**src/rtl/instr_encode_loader_pkg.sv**
```systemverilog
// Shared ISA constants, field layout and loader state encoding for the encoder/loader.
package instr_encode_loader_pkg;

    localparam int unsigned WORD_W = 32;
    localparam int unsigned OP_W   = 5;
    localparam int unsigned REG_W  = 5;
    localparam int unsigned IMM_W  = 17;
    localparam int unsigned TGT_W  = 27;

    localparam logic [OP_W-1:0] OP_RTYPE = 5'b00000;
    localparam logic [OP_W-1:0] OP_J     = 5'b00001;
    localparam logic [OP_W-1:0] OP_BNE   = 5'b00010;
    localparam logic [OP_W-1:0] OP_JAL   = 5'b00011;
    localparam logic [OP_W-1:0] OP_JR    = 5'b00100;
    localparam logic [OP_W-1:0] OP_ADDI  = 5'b00101;
    localparam logic [OP_W-1:0] OP_BLT   = 5'b00110;
    localparam logic [OP_W-1:0] OP_SW    = 5'b00111;
    localparam logic [OP_W-1:0] OP_LW    = 5'b01000;
    localparam logic [OP_W-1:0] OP_SETX  = 5'b10101;
    localparam logic [OP_W-1:0] OP_BEX   = 5'b10110;

    localparam int unsigned OP_MSB    = 31;
    localparam int unsigned OP_LSB    = 27;
    localparam int unsigned RD_MSB    = 26;
    localparam int unsigned RD_LSB    = 22;
    localparam int unsigned RS_MSB    = 21;
    localparam int unsigned RS_LSB    = 17;
    localparam int unsigned RT_MSB    = 16;
    localparam int unsigned RT_LSB    = 12;
    localparam int unsigned SHAMT_MSB = 11;
    localparam int unsigned SHAMT_LSB = 7;
    localparam int unsigned ALU_MSB   = 6;
    localparam int unsigned ALU_LSB   = 2;
    localparam int unsigned IMM_MSB   = IMM_W - 1;
    localparam int unsigned TGT_MSB   = TGT_W - 1;

    typedef enum logic [1:0] {
        CLS_R   = 2'd0,
        CLS_I   = 2'd1,
        CLS_JI  = 2'd2,
        CLS_JII = 2'd3
    } instr_class_e;

    typedef enum logic [1:0] {
        S_IDLE  = 2'd0,
        S_WRITE = 2'd1,
        S_DONE  = 2'd2
    } load_state_e;

    typedef struct packed {
        logic [OP_W-1:0]  op;
        logic [REG_W-1:0] alu_op;
        logic [REG_W-1:0] rd;
        logic [REG_W-1:0] rs;
        logic [REG_W-1:0] rt;
        logic [REG_W-1:0] shamt;
        logic [IMM_W-1:0] imm;
        logic [TGT_W-1:0] target;
    } instr_fields_t;

endpackage

```
**src/rtl/instr_field_packer.sv**
```systemverilog
// Combinational packer: decoded fields -> 32-bit ISA word plus legal-opcode flag.
module instr_field_packer
    import instr_encode_loader_pkg::*;
(
    input  instr_fields_t       fields,
    output logic [WORD_W-1:0]   word,
    output logic                legal
);

    instr_class_e cls;

    always_comb begin
        legal = 1'b1;
        cls   = CLS_R;
        word  = '0;
        case (fields.op)
            OP_RTYPE:                             cls = CLS_R;
            OP_ADDI, OP_SW, OP_LW, OP_BNE, OP_BLT: cls = CLS_I;
            OP_J, OP_JAL, OP_BEX, OP_SETX:        cls = CLS_JI;
            OP_JR:                                cls = CLS_JII;
            default:                              legal = 1'b0;
        endcase

        word[OP_MSB:OP_LSB] = fields.op;
        case (cls)
            CLS_R: begin
                word[RD_MSB:RD_LSB]       = fields.rd;
                word[RS_MSB:RS_LSB]       = fields.rs;
                word[RT_MSB:RT_LSB]       = fields.rt;
                word[SHAMT_MSB:SHAMT_LSB] = fields.shamt;
                word[ALU_MSB:ALU_LSB]     = fields.alu_op;
            end
            CLS_I: begin
                word[RD_MSB:RD_LSB] = fields.rd;
                word[RS_MSB:RS_LSB] = fields.rs;
                word[IMM_MSB:0]     = fields.imm;
            end
            CLS_JI:  word[TGT_MSB:0]     = fields.target;
            CLS_JII: word[RD_MSB:RD_LSB] = fields.rd;
            default: ;
        endcase
    end

endmodule

```
**src/rtl/instr_encode_loader.sv**
```systemverilog
// Streams encoded instructions into imem one word per two cycles.
// Optional running checksum of written words enabled by ENCODE_CHECKSUM_EN.
module instr_encode_loader
    import instr_encode_loader_pkg::*;
#(
    parameter int unsigned ADDR_W    = 12,
    parameter int unsigned BASE_ADDR = 0
) (
    input  logic                clock,
    input  logic                reset,
    input  logic                start,
    input  logic                in_valid,
    output logic                in_ready,
    input  logic [OP_W-1:0]     in_op,
    input  logic [REG_W-1:0]    in_alu_op,
    input  logic [REG_W-1:0]    in_rd,
    input  logic [REG_W-1:0]    in_rs,
    input  logic [REG_W-1:0]    in_rt,
    input  logic [REG_W-1:0]    in_shamt,
    input  logic [IMM_W-1:0]    in_imm,
    input  logic [TGT_W-1:0]    in_target,
    input  logic                in_last,
    output logic [ADDR_W-1:0]   imem_addr,
    output logic [WORD_W-1:0]   imem_data,
    output logic                imem_wren,
    output logic                load_done,
    output logic                err_illegal,
    output logic                err_overflow,
    output logic [ADDR_W:0]     word_count,
    output logic [WORD_W-1:0]   checksum
);

    localparam int unsigned CNT_W = ADDR_W + 1;

    load_state_e          state, state_next;
    instr_fields_t        fields;
    logic [WORD_W-1:0]    packed_word;
    logic                 packed_legal;
    logic [WORD_W-1:0]    word_q;
    logic                 last_q;
    logic                 accept;
    logic                 illegal_seen;
    logic                 overflow_hit;
    logic                 rearm;

    assign fields = '{op: in_op, alu_op: in_alu_op, rd: in_rd, rs: in_rs, rt: in_rt,
                      shamt: in_shamt, imm: in_imm, target: in_target};

    instr_field_packer u_packer (
        .fields (fields),
        .word   (packed_word),
        .legal  (packed_legal)
    );

    assign imem_data = word_q;

    always_ff @(posedge clock) begin
        if (reset) state <= S_IDLE;
        else       state <= state_next;
    end

    // Strobe is gated by reset so an aborted write never reaches imem.
    always_comb begin
        state_next   = state;
        in_ready     = 1'b0;
        imem_wren    = 1'b0;
        accept       = 1'b0;
        illegal_seen = 1'b0;
        overflow_hit = 1'b0;
        rearm        = 1'b0;
        case (state)
            S_IDLE: begin
                in_ready = 1'b1;
                if (in_valid) begin
                    if (packed_legal) begin
                        accept     = 1'b1;
                        state_next = S_WRITE;
                    end else begin
                        illegal_seen = 1'b1;
                        if (in_last) state_next = S_DONE;
                    end
                end
            end
            S_WRITE: begin
                imem_wren = ~reset;
                if (last_q) begin
                    state_next = S_DONE;
                end else if (&imem_addr) begin
                    overflow_hit = 1'b1;
                    state_next   = S_DONE;
                end else begin
                    state_next = S_IDLE;
                end
            end
            S_DONE: begin
                if (start) begin
                    rearm      = 1'b1;
                    state_next = S_IDLE;
                end
            end
            default: state_next = S_IDLE;
        endcase
    end

    always_ff @(posedge clock) begin
        if (reset) begin
            imem_addr    <= ADDR_W'(BASE_ADDR);
            word_q       <= '0;
            last_q       <= 1'b0;
            load_done    <= 1'b0;
            err_illegal  <= 1'b0;
            err_overflow <= 1'b0;
            word_count   <= '0;
        end else begin
            load_done <= (state_next == S_DONE);
            if (accept) begin
                word_q <= packed_word;
                last_q <= in_last;
            end
            if (illegal_seen) err_illegal  <= 1'b1;
            if (overflow_hit) err_overflow <= 1'b1;
            if (state == S_WRITE) begin
                word_count <= word_count + CNT_W'(1);
                if (!(&imem_addr)) imem_addr <= imem_addr + ADDR_W'(1);
            end
            if (rearm) begin
                imem_addr  <= ADDR_W'(BASE_ADDR);
                word_count <= '0;
            end
        end
    end

`ifdef ENCODE_CHECKSUM_EN
    always_ff @(posedge clock) begin
        if (reset || rearm)
            checksum <= '0;
        else if (state == S_WRITE)
            checksum <= checksum ^ {imem_data[15:0], imem_data[31:16]} ^ WORD_W'(imem_addr);
    end
`else
    assign checksum = '0;
`endif

endmodule

```
**config.mk**
```make
export PLATFORM = sky130hd
export DESIGN_NAME = instr_encode_loader
export DESIGN_NICKNAME = d
export VERILOG_FILES = /design/src/rtl/instr_encode_loader_pkg.sv /design/src/rtl/instr_field_packer.sv /design/src/rtl/instr_encode_loader.sv
export SDC_FILE = /design/constraint.sdc
export NUM_CORES = 1
export LEC_CHECK = 0
export BUFFER_PORTS_ARGS = -buffer_cell sky130_fd_sc_hd__buf_2
export CAP_MARGIN = 20
export CORE_MARGIN = 2
export CORE_UTILIZATION = 35
export DETAILED_ROUTE_END_ITERATION = 10
export PLACE_DENSITY = 0.61
export SLEW_MARGIN = 5
export SYNTH_ARGS = -nofsm -noshare
export SYNTH_HDL_FRONTEND = slang
export SYNTH_HIERARCHICAL = 1
export SYNTH_SLANG_ARGS = --single-unit
```
**constraint.sdc**
```tcl
create_clock -name clock -period 3.7 [get_ports clock]
set_input_delay 0.74 -clock clock [delete_from_list [all_inputs] [get_ports clock]]
set_output_delay 0.74 -clock clock [all_outputs]
set_load 0.02 [all_outputs]
```
==> flow_summary_export.csv <==
group,metric,value,unit
outcome,outcome,"finished, final reports clean",
placement,post-dp-hpwl,6880,µm
placement,io_buffers,140,
setup_path,crit_type,"input pin to flop",
sta,max_freq,363,MHz
setup_path,path_max_fanout,22,
finish,diodes,0,
finish,syn_to_final_growth,24.1,%
routing,drtIter0Drc,158,
pwr,power,0.00158,W
synth,synth-seq-area-share,0.377,
sta,setup_tns,0,ps
pwr,vdd_drop_max,0.000182,V
sta,slew_headroom,0.491,
setup_path,r2r_end,"imem_addr[8]$_SDFFE_PP0P_",
cts,numCtsBuffers,9,
routing,wl,9240,µm
worst_hold_path,min_from,"imem_data[19]$_SDFFE_PP0P_",
synth,yosys_warnings,6,
synth,synth-edff-count,0,
cts,cts.sinks,63,
routing,via_per_inst,4.95,
grt,grt_overflow_total,0,
cts,cts_resized,0,
sta,hold_violations,0,
floorplan,core_area,9240,µm²
cts,htreeDepth,3,
grt,grtUsageTotal,0.175,
sta,setup_viol,0,
cts,clk_pin_slew,70,ps
pwr,netSwitchingFraction,0.280,
placement,place.gp.congestion,0.823,
sta,period_share,0.744,
sta,rsz0062_at_grt,"false",
routing,wl_per_cell,13.6,µm
setup_path,start_kind,"input pin",
floorplan,start_util,0.362,
floorplan,ios,173,
cts,cts_setup_buffers,0,
setup_path,end_kind,"flop",
pwr,power-per-cell-area,382,nW/µm²
sta,maxSlewViolCount,0,
pwr,p_clk_frac,0.379,
pwr,sequentialPowerShare,0.451,
setup_path,arrival,3000,ps
synth,syn-instance-count,419,
pwr,combPwrFrac,0.171,
synth,async_reset_ff_frac,0,
routing,first_pass_iters,5,
pwr,power_leakage,1.89,nW
cts,ctsRootBufferMaster,"clkbuf_8",
floorplan,fp.dieW,102,µm
cts,cts.path.max_buffers,2,
cts,cts_hold_buf,0,
synth,syn_area_per_cell,7.98,µm²
cts,clk_latency,330,ps
setup_path,critPathMaxStageDelay,720,ps
grt,grt_max_degree,42,
setup_path,r2r_cells,5,
grt,grt_pass1_vias,2967,
worst_hold_path,min_path_type,"flop to flop",
setup_path,r2r_slack,2030,ps
setup_path,cp.required,3950,ps
cts,tritoncts,"done",
synth,syn_area,3340,µm²
run,drv_cap,0,
setup_path,cp_slowest_cell,"ha_1",
grt,antenna_found_initial,0,
synth,synth_cell_types,48,
finish,fill_cells,979,
routing,drc_errors,0,
routing,antenna_left,0,
synth,synth-seq-cells,63,
worst_hold_path,min_to,"imem_data[19]$_SDFFE_PP0P_",
worst_hold_path,hold_depth,2,
sta,tightestPinTransition,764,ps
floorplan,die_h,102,µm
synth,synth_ff_type,"dfxtp_1",
setup_path,path_cells,"buf_2 -> or4b_4 -> a31oi_1 -> ha_1 -> a22oi_1 -> nor2_1 -> nand2_1 -> a21oi_1",
finish,nNetsFinal,630,
floorplan,die_area,10400,µm²
finish,layout-drive-gt1-share,0.308,
pwr,p_sw,0.000444,W
pwr,p_int,0.00114,W
floorplan,placementRows,35,
sta,final.min_clock_period,2750,ps
setup_path,r2r_start,"imem_addr[0]$_SDFFE_PP0P_",
grt,grt_pass1_wl,14300,µm
sta,finClkSkew,10.0,ps
routing,vias,3350,
==> synth_stat cells, types with 7 or more instances <==
master	instances	area, µm²
xnor2_1	9	78.8
a21oi_1	47	235
nand3_1	7	35.0
dfxtp_1	63	1260
clkbuf_1	13	48.8
nor2_1	48	180
nand2_1	79	297
ha_1	7	87.6
buf_4	41	308
a22oi_1	7	52.6
a222oi_1	15	150
mux2_2	7	78.8
o21ai_0	7	35.0
==> routing by layer <==
layer  wire length [µm]  vias up  GRT usage
met3                867       12     0.0552
met5                  0        -          0
met1               3980     1510      0.221
met4                164        0     0.0634
li1                   -     1650          -
met2               4230      178      0.281
==> power by group through the flow <==
stage                     Sequential (W)  Combinational [W]  Clock, W
after global routing            0.000717           0.000297  0.000651
after detailed placement        0.000729           0.000269         0
after CTS                       0.000714           0.000270  0.000624
after floorplan                 0.000751           0.000182         0
final                           0.000714           0.000271  0.000600
after global placement          0.000729           0.000268         0
==> kinds of logic (layout without fill, tap and decap cells) <==
| logic type | Yosys count | after routing | synth area share |
|---|---|---|---|
| DFF | 63 | 63 | 0.377 |
| other | 1 | 32 | 0.00112 |
| AOI/OAI and AO/OA | 90 | 90 | 0.175 |
| xor gates and xnor gates | 13 | 13 | 0.0341 |
| adders and majority gates | 7 | 7 | 0.0262 |
| and+or+nand+nor | 175 | 175 | 0.242 |
| buffers and inverters | 63 | 161 | 0.121 |
| muxes | 7 | 7 | 0.0236 |
==> registers in the layout (all words and copies together) (netlist names) <==
signal,count
last_q,1
err_overflow,1
word_count,13
load_done,1
state,2
imem_addr,12
imem_data,32
err_illegal,1
==> worst max-delay path by stage <==
stage / slack, ps / start / end / cells past startpoint
4_1_cts: 1000 / in_op[4] / imem_data[15]$_SDFFE_PP0P_ / 8
3_3_place_gp: 650 / in_op[4] / imem_data[21]$_SDFFE_PP0P_ / 9
2_1_floorplan: 1150 / in_op[4] / imem_data[11]$_SDFFE_PP0P_ / 9
6_report: 950 / in_op[4] / imem_data[21]$_SDFFE_PP0P_ / 8
3_5_place_dp: 660 / in_op[4] / imem_data[15]$_SDFFE_PP0P_ / 8
5_1_grt: 770 / in_op[4] / imem_data[7]$_SDFFE_PP0P_ / 8
==> placed cells by master (no fill, tap or decap), types with 9 or more instances in the layout <==
cell	instances
a21oi_1	47
a222oi_1	15
buf_2	140
clkbuf_8	11
conb_1	32
dfxtp_1	63
nand2_1	79
nor2_1	48
xnor2_1	9
==> through the flow <==
stage,std cells,area [µm²],util,setup slack (ps),hold slack [ps]
floorplan,450,3460,-,1150,447
global placement,662,3950,0.428,654,441
detailed placement,662,3950,0.428,658,446
CTS,677,4150,0.449,1000,455
global route,677,4150,0.449,768,469
finish,677,4150,0.449,948,452
==> area by class of cell <==
cell class | count | area, µm² | area share
Clock inverter | 3 | 42.5 | 0.0103
Clock buffer | 12 | 155 | 0.0374
Tap cell | 129 | 161 | 0.0389
Multi-Input combinational cell | 324 | 1790 | 0.432
Timing Repair Buffer | 143 | 723 | 0.174
Inverter | 3 | 11.3 | 0.00271
Sequential cell | 63 | 1260 | 0.304
==> worst max-delay path: cells and delay by family <==
family | cells | cell delay, ps
AOI/OAI and AO/OA | 3 | 640
adders and majority gates | 1 | 720
buffers and inverters | 1 | 130
and+or+nand+nor | 3 | 770
(Power assumes the default switching activity.)
